==> config.mk <==
export PLATFORM = sky130hd
export DESIGN_NAME = axis_peak_buffer_flat
export DESIGN_NICKNAME = d
export VERILOG_FILES = /design/src/rtl/axis_peak_buffer_if.sv /design/src/rtl/axis_peak_buffer.sv /design/src/flat_wrapper.sv
export SDC_FILE = /design/constraint.sdc
export NUM_CORES = 1
export LEC_CHECK = 0
export ABC_AREA = 1
export CORE_MARGIN = 8
export CORE_UTILIZATION = 59
export DETAILED_ROUTE_END_ITERATION = 10
export GPL_TIMING_DRIVEN = 0
export PLACE_DENSITY = 0.88
export SYNTH_ARGS = -nofsm -noshare
export SYNTH_HDL_FRONTEND = slang
export SYNTH_SLANG_ARGS = --single-unit
export TNS_END_PERCENT = 100
==> constraint.sdc <==
create_clock -name axis_aclk -period 3.45 [get_ports axis_aclk]
set_clock_uncertainty 0.2 [all_clocks]
set_input_delay 0.345 -clock axis_aclk [delete_from_list [all_inputs] [get_ports axis_aclk]]
set_output_delay 0.345 -clock axis_aclk [all_outputs]
set_load 0.03 [all_outputs]
==> src/rtl/axis_peak_buffer_if.sv <==
`default_nettype none
// ============================================================================
// axis_peak_buffer_if : AXI-Stream beat bundle (tdata/tstrb/tvalid/tlast/tready)
// Revision 1.0
// ============================================================================
interface axis_peak_buffer_if #(
  parameter int DATA_WIDTH = 32
) ();
  logic [DATA_WIDTH-1:0]   tdata;
  logic [DATA_WIDTH/8-1:0] tstrb;
  logic                    tvalid;
  logic                    tlast;
  logic                    tready;

  modport master (output tdata, output tstrb, output tvalid, output tlast, input tready);
  modport slave  (input tdata, input tstrb, input tvalid, input tlast, output tready);
endinterface
`default_nettype wire

==> src/rtl/axis_peak_buffer.sv <==
`default_nettype none
// ============================================================================
// axis_peak_buffer : reduces each s01 packet to its peak strobed beat and
// queues results for single-beat m01 output. Optional min mode: AXIS_PEAK_MIN_EN.
// Revision 1.0
// ============================================================================
module axis_peak_buffer #(
  parameter int DATA_WIDTH = 32,
  parameter int DEPTH      = 8,
  parameter int SIGNED_CMP = 0
) (
  input  logic                         axis_aclk,
  input  logic                         axis_areset,
  axis_peak_buffer_if.slave            s01_axis,
  axis_peak_buffer_if.master           m01_axis,
`ifdef AXIS_PEAK_MIN_EN
  input  logic                         mode_min,
`endif
  output logic [$clog2(DEPTH+1)-1:0]   fifo_count
);

  localparam int STRB_W = DATA_WIDTH / 8;
  localparam int PTR_W  = $clog2(DEPTH);
  localparam int CNT_W  = $clog2(DEPTH + 1);

  localparam logic [0:0] S_IDLE  = 1'b0;
  localparam logic [0:0] S_ACCUM = 1'b1;

  logic [0:0]            state_q, state_d;
  logic [DATA_WIDTH-1:0] acc_q, acc_d;
  logic                  hit_q, hit_d;
  logic [PTR_W-1:0]      wr_ptr_q, rd_ptr_q;
  logic [CNT_W-1:0]      count_q, count_d;
  logic [DATA_WIDTH-1:0] mem_data_q [DEPTH];
  logic [DEPTH-1:0]      mem_hit_q;

  logic                  w_full, w_empty, w_in_fire, w_push, w_pop;
  logic                  w_beat_ok, w_gt, w_better, w_take, w_new_hit;
  logic [DATA_WIDTH-1:0] w_new_acc, w_push_data;

  assign w_full  = (count_q == CNT_W'(DEPTH));
  assign w_empty = (count_q == '0);

  assign s01_axis.tready = ~w_full & ~axis_areset;
  assign w_in_fire       = s01_axis.tvalid & s01_axis.tready;
  assign w_push          = w_in_fire & s01_axis.tlast;
  assign w_pop           = ~w_empty & m01_axis.tready;

  assign w_beat_ok = &s01_axis.tstrb;
  assign w_gt = (SIGNED_CMP != 0) ? ($signed(s01_axis.tdata) > $signed(acc_q))
                                  : (s01_axis.tdata > acc_q);

`ifdef AXIS_PEAK_MIN_EN
  logic mode_q;
  logic w_lt, w_mode;

  assign w_lt = (SIGNED_CMP != 0) ? ($signed(s01_axis.tdata) < $signed(acc_q))
                                  : (s01_axis.tdata < acc_q);
  // Mode is latched on the first beat of a packet; later beats reuse the latched value.
  assign w_mode   = (state_q == S_IDLE) ? mode_min : mode_q;
  assign w_better = w_mode ? w_lt : w_gt;

  always_ff @(posedge axis_aclk) begin
    if (axis_areset) begin
      mode_q <= 1'b0;
    end else if (w_in_fire && (state_q == S_IDLE)) begin
      mode_q <= mode_min;
    end
  end
`else
  assign w_better = w_gt;
`endif

  assign w_take      = w_beat_ok & (~hit_q | w_better);
  assign w_new_acc   = w_take ? s01_axis.tdata : acc_q;
  assign w_new_hit   = hit_q | w_take;
  assign w_push_data = w_new_hit ? w_new_acc : '0;

  always_comb begin
    state_d = state_q;
    acc_d   = acc_q;
    hit_d   = hit_q;
    if (w_in_fire) begin
      if (s01_axis.tlast) begin
        state_d = S_IDLE;
        acc_d   = '0;
        hit_d   = 1'b0;
      end else begin
        state_d = S_ACCUM;
        acc_d   = w_new_acc;
        hit_d   = w_new_hit;
      end
    end
  end

  always_comb begin
    count_d = count_q;
    case ({w_push, w_pop})
      2'b10:   count_d = count_q + CNT_W'(1);
      2'b01:   count_d = count_q - CNT_W'(1);
      default: count_d = count_q;
    endcase
  end

  always_ff @(posedge axis_aclk) begin
    if (axis_areset) begin
      state_q  <= S_IDLE;
      acc_q    <= '0;
      hit_q    <= 1'b0;
      wr_ptr_q <= '0;
      rd_ptr_q <= '0;
      count_q  <= '0;
    end else begin
      state_q <= state_d;
      acc_q   <= acc_d;
      hit_q   <= hit_d;
      count_q <= count_d;
      if (w_push) wr_ptr_q <= wr_ptr_q + PTR_W'(1);
      if (w_pop)  rd_ptr_q <= rd_ptr_q + PTR_W'(1);
    end
  end

  // Storage needs no reset: an entry is only read after it has been written.
  always_ff @(posedge axis_aclk) begin
    if (w_push) begin
      mem_data_q[wr_ptr_q] <= w_push_data;
      mem_hit_q[wr_ptr_q]  <= w_new_hit;
    end
  end

  assign m01_axis.tvalid = ~w_empty;
  assign m01_axis.tdata  = w_empty ? '0 : mem_data_q[rd_ptr_q];
  assign m01_axis.tstrb  = (~w_empty & mem_hit_q[rd_ptr_q]) ? {STRB_W{1'b1}} : '0;
  assign m01_axis.tlast  = ~w_empty;
  assign fifo_count      = count_q;

endmodule
`default_nettype wire
==> src/flat_wrapper.sv <==
// flat-port wrapper written by rule: the top's interface ports become plain ports
module axis_peak_buffer_flat 
#(
  parameter int DATA_WIDTH = 32,
  parameter int DEPTH      = 8,
  parameter int SIGNED_CMP = 0
)
  (axis_aclk, axis_areset, fifo_count, s01_axis_tdata, s01_axis_tstrb, s01_axis_tvalid, s01_axis_tlast, s01_axis_tready, m01_axis_tdata, m01_axis_tstrb, m01_axis_tvalid, m01_axis_tlast, m01_axis_tready);
  axis_peak_buffer_if #(.DATA_WIDTH(DATA_WIDTH)) s01_axis_i ();
  axis_peak_buffer_if #(.DATA_WIDTH(DATA_WIDTH)) m01_axis_i ();
  input  logic axis_aclk;
  input  logic axis_areset;
  output logic [$clog2(DEPTH+1)-1:0] fifo_count;
  input wire logic [$bits(s01_axis_i.tdata)-1:0] s01_axis_tdata;
  input wire logic [$bits(s01_axis_i.tstrb)-1:0] s01_axis_tstrb;
  input wire logic [$bits(s01_axis_i.tvalid)-1:0] s01_axis_tvalid;
  input wire logic [$bits(s01_axis_i.tlast)-1:0] s01_axis_tlast;
  output wire logic [$bits(s01_axis_i.tready)-1:0] s01_axis_tready;
  output wire logic [$bits(m01_axis_i.tdata)-1:0] m01_axis_tdata;
  output wire logic [$bits(m01_axis_i.tstrb)-1:0] m01_axis_tstrb;
  output wire logic [$bits(m01_axis_i.tvalid)-1:0] m01_axis_tvalid;
  output wire logic [$bits(m01_axis_i.tlast)-1:0] m01_axis_tlast;
  input wire logic [$bits(m01_axis_i.tready)-1:0] m01_axis_tready;
  assign s01_axis_i.tdata = s01_axis_tdata;
  assign s01_axis_i.tstrb = s01_axis_tstrb;
  assign s01_axis_i.tvalid = s01_axis_tvalid;
  assign s01_axis_i.tlast = s01_axis_tlast;
  assign s01_axis_tready = s01_axis_i.tready;
  assign m01_axis_tdata = m01_axis_i.tdata;
  assign m01_axis_tstrb = m01_axis_i.tstrb;
  assign m01_axis_tvalid = m01_axis_i.tvalid;
  assign m01_axis_tlast = m01_axis_i.tlast;
  assign m01_axis_i.tready = m01_axis_tready;
  axis_peak_buffer #(.DATA_WIDTH(DATA_WIDTH), .DEPTH(DEPTH), .SIGNED_CMP(SIGNED_CMP)) u_core (.axis_aclk(axis_aclk), .axis_areset(axis_areset), .s01_axis(s01_axis_i), .m01_axis(m01_axis_i), .fifo_count(fifo_count));
endmodule
==> flow_summary.ini <==
[clocking]
clock_path_buffers = 3
cts.clk_slew.worst_paths_ns = 0.06
cts-root-buf = clkbuf_16
cts_tree = done
clkSinkCount = 310
worstSkewPairLatency_ns = 0.55
cts-buffers-inserted = 29
postCtsSetupBuffers = 0
hold_buffers = 0
htree_levels = 1
ctsResizeCount = 47

[detailed_routing]
routed_wl_um = 36100
wl_per_cell_um = 20.78
routed_via_density = 6.204
dr.pass1.iters = 6
drtIter0Drc = 1419
vias = 10780
drc = 0
antenna_left = 0

[power_and_ir_drop]
netSwitchingPower_uw = 4141
p_int_uw = 6948
powerDensity_nw_per_um2 = 694.8
power.leakage_uw = 0.005653
clkPwrFrac_pct = 27.4
peakVddDrop_v = 0.0004258
swShare_pct = 37.34
p_seq_share_pct = 37.4
comb_power_share_pct = 35.3

[final_layout]
syn_to_final_growth_pct = 16.89
stdcell_count = 1737
layout-drive-gt1-share_pct = 8.822
nFillCells = 1488
nNetsFinal = 1508
fin_util_pct = 70.28
design_area_um2 = 15960

[floorplan]
num_io_pins = 84
core-area_um2 = 22710
die_area_um2 = 28260
die_h_um = 168.1
fp.dieW_um = 168.1
std_cell_rows = 55
floorplan.initialDensity_pct = 60.12

[timing]
fin_crit_sh_pct = 98.54
fin_hold_ws_ns = 0.1324
setup_viol = 0
max_slew_margin_pct = 51.03
final_max_slew_viol_count = 0
max_freq_mhz = 294.2
tightest_slew_ns = 0.7318
hold_violations = 0
finalCriticalPeriod_ns = 3.399

[global_routing]
grt_usage_pct = 25.18
grt_overflow = 0
grt_pass1_wl_um = 56900
antenna_found_initial = 0
grt_pass1_vias = 10980
grt_max_degree = 27

[logic_synthesis]
yosys.area.top_type = edfxtp_1
synth_ff_type = edfxtp_1
syn_nets = 1387
yosysWarnings = 0
synth_edf_count = 264
synth_cell_type_count = 32
synthArstFlopShare_pct = 0
synth_area_um2 = 13650
yosysSeqAreaShare_pct = 64.81
yosysTopAreaCellShare_pct = 58.06
synthTopCellsByArea = edfxtp_1 (58%), nor2_1 (7.0%), dfxtp_1 (6.7%)
synth_most_common_cell = edfxtp_1
synthTopCellsByCount = edfxtp_1 (264), nor2_1 (254), o21ai_0 (168), nand2_1 (133), inv_1 (95)
ys_ff_latch = 310
synth_cells = 1308
syn_avg_cell_area_um2 = 10.44

[placement]
place_area_um2 = 15100
post-place-cells = 1683
dp_hpwl_um = 23820
gp_congestion = 0.8818
port_buffers = 82

[setup_path]
path_class = flip-flop to primary output
required_ns = 2.90
worstPathArrival_ns = 2.85
setup.worst_path.start_class = flip-flop
end_kind = primary output
cp_max_fo = 10

[status]
outcome = finished clean

[run]
drv_cap = 0

[min_path]
hp-class = primary input to flip-flop
==> power by group through the flow <==
| stage | sequential [µW] | combinational [µW] | clock, µW |
|---|---|---|---|
| after floorplan | 4250 | 2320 | 0 |
| after global placement | 4220 | 3820 | 0 |
| after detailed placement | 4220 | 3980 | 0 |
| after CTS | 4140 | 3870 | 3020 |
| after global routing | 4150 | 4180 | 3170 |
| final | 4140 | 3910 | 3040 |
==> routing by layer <==
metal  GRT usage, %  up-vias  share of wire (%)
met5              0        -                  0
li1               -     4795                  -
met4          10.48        0                3.5
met3          4.584      134                 12
met2          43.92      780                 49
met1          30.38     5067                 35
==> path summary, 6_finish.rpt <==
kind / end / from / slack (ns) / cells past startpoint
min reg2reg: u_core.acc_q[4] / u_core.acc_q[4] / 0.27 / 2
max: m01_axis_tdata[15] / flip-flop / 0.05 / 8
max reg2reg: u_core.mem_data_q[1][30] / u_core.acc_q[30] / 0.34 / 15
min: u_core.wr_ptr_q[1] / axis_areset / 0.13 / 2
==> registers in the layout, summed over array words and instances (netlist names), named ones only <==
register           flops
u_core.wr_ptr_q        3
u_core.hit_q           1
u_core.mem_hit_q       8
u_core.acc_q          32
u_core.fifo_count      4
u_core.mem_data_q    256
u_core.rd_ptr_q        3
==> critical path: stages, from the launching register on <==
cell and delay [ns]:
dfxtp_1 0.41, clkbuf_2 0.31, buf_2 0.31, buf_2 0.31
nor2_1 0.08, nor2_1 0.11, o21ai_0 0.11, a31oi_1 0.23
dlygate4sd2_1 0.43
==> logic make-up (layout without fill, tap and decap cells) <==
family	Yosys count	count (layout)	share of synthesized area, %
other	0	1	0
adders and majority gates	38	38	3.537
and+or+nand+nor	488	488	14.72
xor gates and xnor gates	1	1	0.06416
DFF	310	310	64.81
buffers and inverters	175	318	5.196
AOI/OAI and AO/OA	296	296	11.68
==> layout make-up <==
type / count / area, µm² / share of cell area (%)
antenna: 1 / 2.502 / 0.01568
buffer: 77 / 365.4 / 2.289
clock buffer: 38 / 759.5 / 4.759
clock inverter: 15 / 122.6 / 0.7683
inverter: 98 / 367.9 / 2.305
multi-input combinational: 823 / 4160 / 26.07
sequential: 310 / 8848 / 55.44
tap: 285 / 356.6 / 2.234
timing repair buffer: 90 / 975.9 / 6.115
==> through the flow <==
| stage | worst slack [ns] | power [µW] | TNS [ns] |
|---|---|---|---|
| 4_1_cts | 0.006830 | 11030 | 0 |
| 3_5_place_dp | 0.09230 | 8197 | 0 |
| 5_1_grt | -0.004786 | 11500 | -0.004786 |
| 3_3_place_gp | -1.232 | 8043 | -150.70 |
| 2_1_floorplan | -0.4883 | 6565 | -64.45 |
| 6_report | 0.05051 | 11090 | 0 |
==> placed cells by master (no fill, tap or decap), drive strengths merged, types with 32 or more instances in the layout <==
cell,instances
a21oi,52
a31oi,33
buf,32
clkbuf,99
clkdlybuf4s50,51
dfxtp,46
edfxtp,264
ha,37
inv,95
nand2,156
nand3,70
nor2,257
o21ai,168
o22ai,32
No activity file was read; power rests on OpenSTA's default activity.
==> variant: new RTL, config.mk and constraints unchanged <==
`DEPTH` is set to 8 in 2 places; all go to 4.
--- a/src/rtl/axis_peak_buffer.sv
+++ b/src/rtl/axis_peak_buffer.sv
@@ -7,5 +7,5 @@
 module axis_peak_buffer #(
   parameter int DATA_WIDTH = 32,
-  parameter int DEPTH      = 8,
+  parameter int DEPTH      = 4,
   parameter int SIGNED_CMP = 0
 ) (
--- a/src/flat_wrapper.sv
+++ b/src/flat_wrapper.sv
@@ -3,5 +3,5 @@
 #(
   parameter int DATA_WIDTH = 32,
-  parameter int DEPTH      = 8,
+  parameter int DEPTH      = 4,
   parameter int SIGNED_CMP = 0
 )
Interface: changed (resized fifo_count); port bits go from 84 to 83. The function was not compared with the original's and may differ.
==> variant against the unedited design <==
  * Sequential cell count shrank 136
  * Setup slack improved by 0.18 ns
  * Wire length fell by 41%
  * Power down 43%
  * Count of clock-buffer cells in the layout down 20
  * Synthesized area decreased by 39%
  * Cell area decreased by 36%
  * Critical path type unchanged
  * Critical endpoint is now m01_axis_tdata[1]
  * Largest cell class unchanged
  * Largest power group unchanged
  * Highest routed layer unchanged
==> variant: results <==
hold_path:
  min_delay_worst_endpoint: "u_core.fifo_count[2]$_SDFFE_PP0P_"
place:
  placed_area_um2: 9557
  place_hpwl_um: 14020
  port-buffer-count: 81
critical_path:
  setup.reg_to_reg.worst_slack_ns: 0.60
  critPathCapture: "m01_axis_tdata[1]"
  crit_path_max_incr_delay_ns: 0.72
  cpMaxStageDelayCell: "clkdlybuf4s50_1"
  crit_arrival_ns: 2.67
  r2r-end: "u_core.mem_data_q[1][10]$_DFFE_PP_"
grt:
  grt_pass1_wl_um: 33880
  grt_start_max_net_pins: 24
  first_global_vias: 6802
  globalRouteMet3Util_pct: 4.414
sta:
  hold-worst-slack_ns: 0.1600
synthesis:
  sequential_cell_area_fraction_in_the_yosys_report_pct: 57.28
  synthesis.instances: 922
  synth_top_cells_by_count: "nor2_1, edfxtp_1, nand2_1"
drt:
  number_of_drc_markers_after_the_initial_detailed_route_iteration: 740
  first_pass_iters: 5
  via_count: 6878
  m1WireLength_um: 8242
cells_and_area:
  final.fill_count: 898
  final_cell_count_no_fill: 1219
  final_layout_size_suffix_gt1_share_pct: 7.892
cts:
  cts_htree_levels: 4
  cts_max_path_buffers: 2
  clk_latency_ns: 0.42
power_and_ir_drop:
  power.ir.vdd_worst_mv: 0.4452
outcome:
  run_status: "finished clean"
## variant: cell count changes after synthesis, sizes merged, moves of 4 or more
cell and delta:
o21ai -99, nand2 -13, clkbuf -18, a21oi +29, o22ai -32, buf -9, dfxtp -4, edfxtp -132
a31oi -32, nor2 -71
## variant: power groups by stage
stage | registers, uW | clock network [uW] | logic [uW]
after detailed placement | 2350 | 0 | 2040
after floorplan | 2370 | 0 | 1190
after global placement | 2350 | 0 | 2000
after CTS | 2310 | 1860 | 2080
final | 2310 | 1870 | 2090
after global routing | 2320 | 1960 | 2230
## variant: area by class of cell
cell class / instances / share of cell area [%]
buffer: 50 / 2.381
clock buffer: 18 / 4.231
clock inverter: 14 / 1.406
inverter: 97 / 3.590
multi-input combinational: 601 / 29.79
sequential: 174 / 47.37
tap: 180 / 2.221
timing repair buffer: 85 / 9.006
## variant: timing repair
action | 4_1_cts | 5_1_grt
pin swaps | 0 | 0
endpoints found under the setup margin | 10 | 21
gates resized for setup | 5 | 5
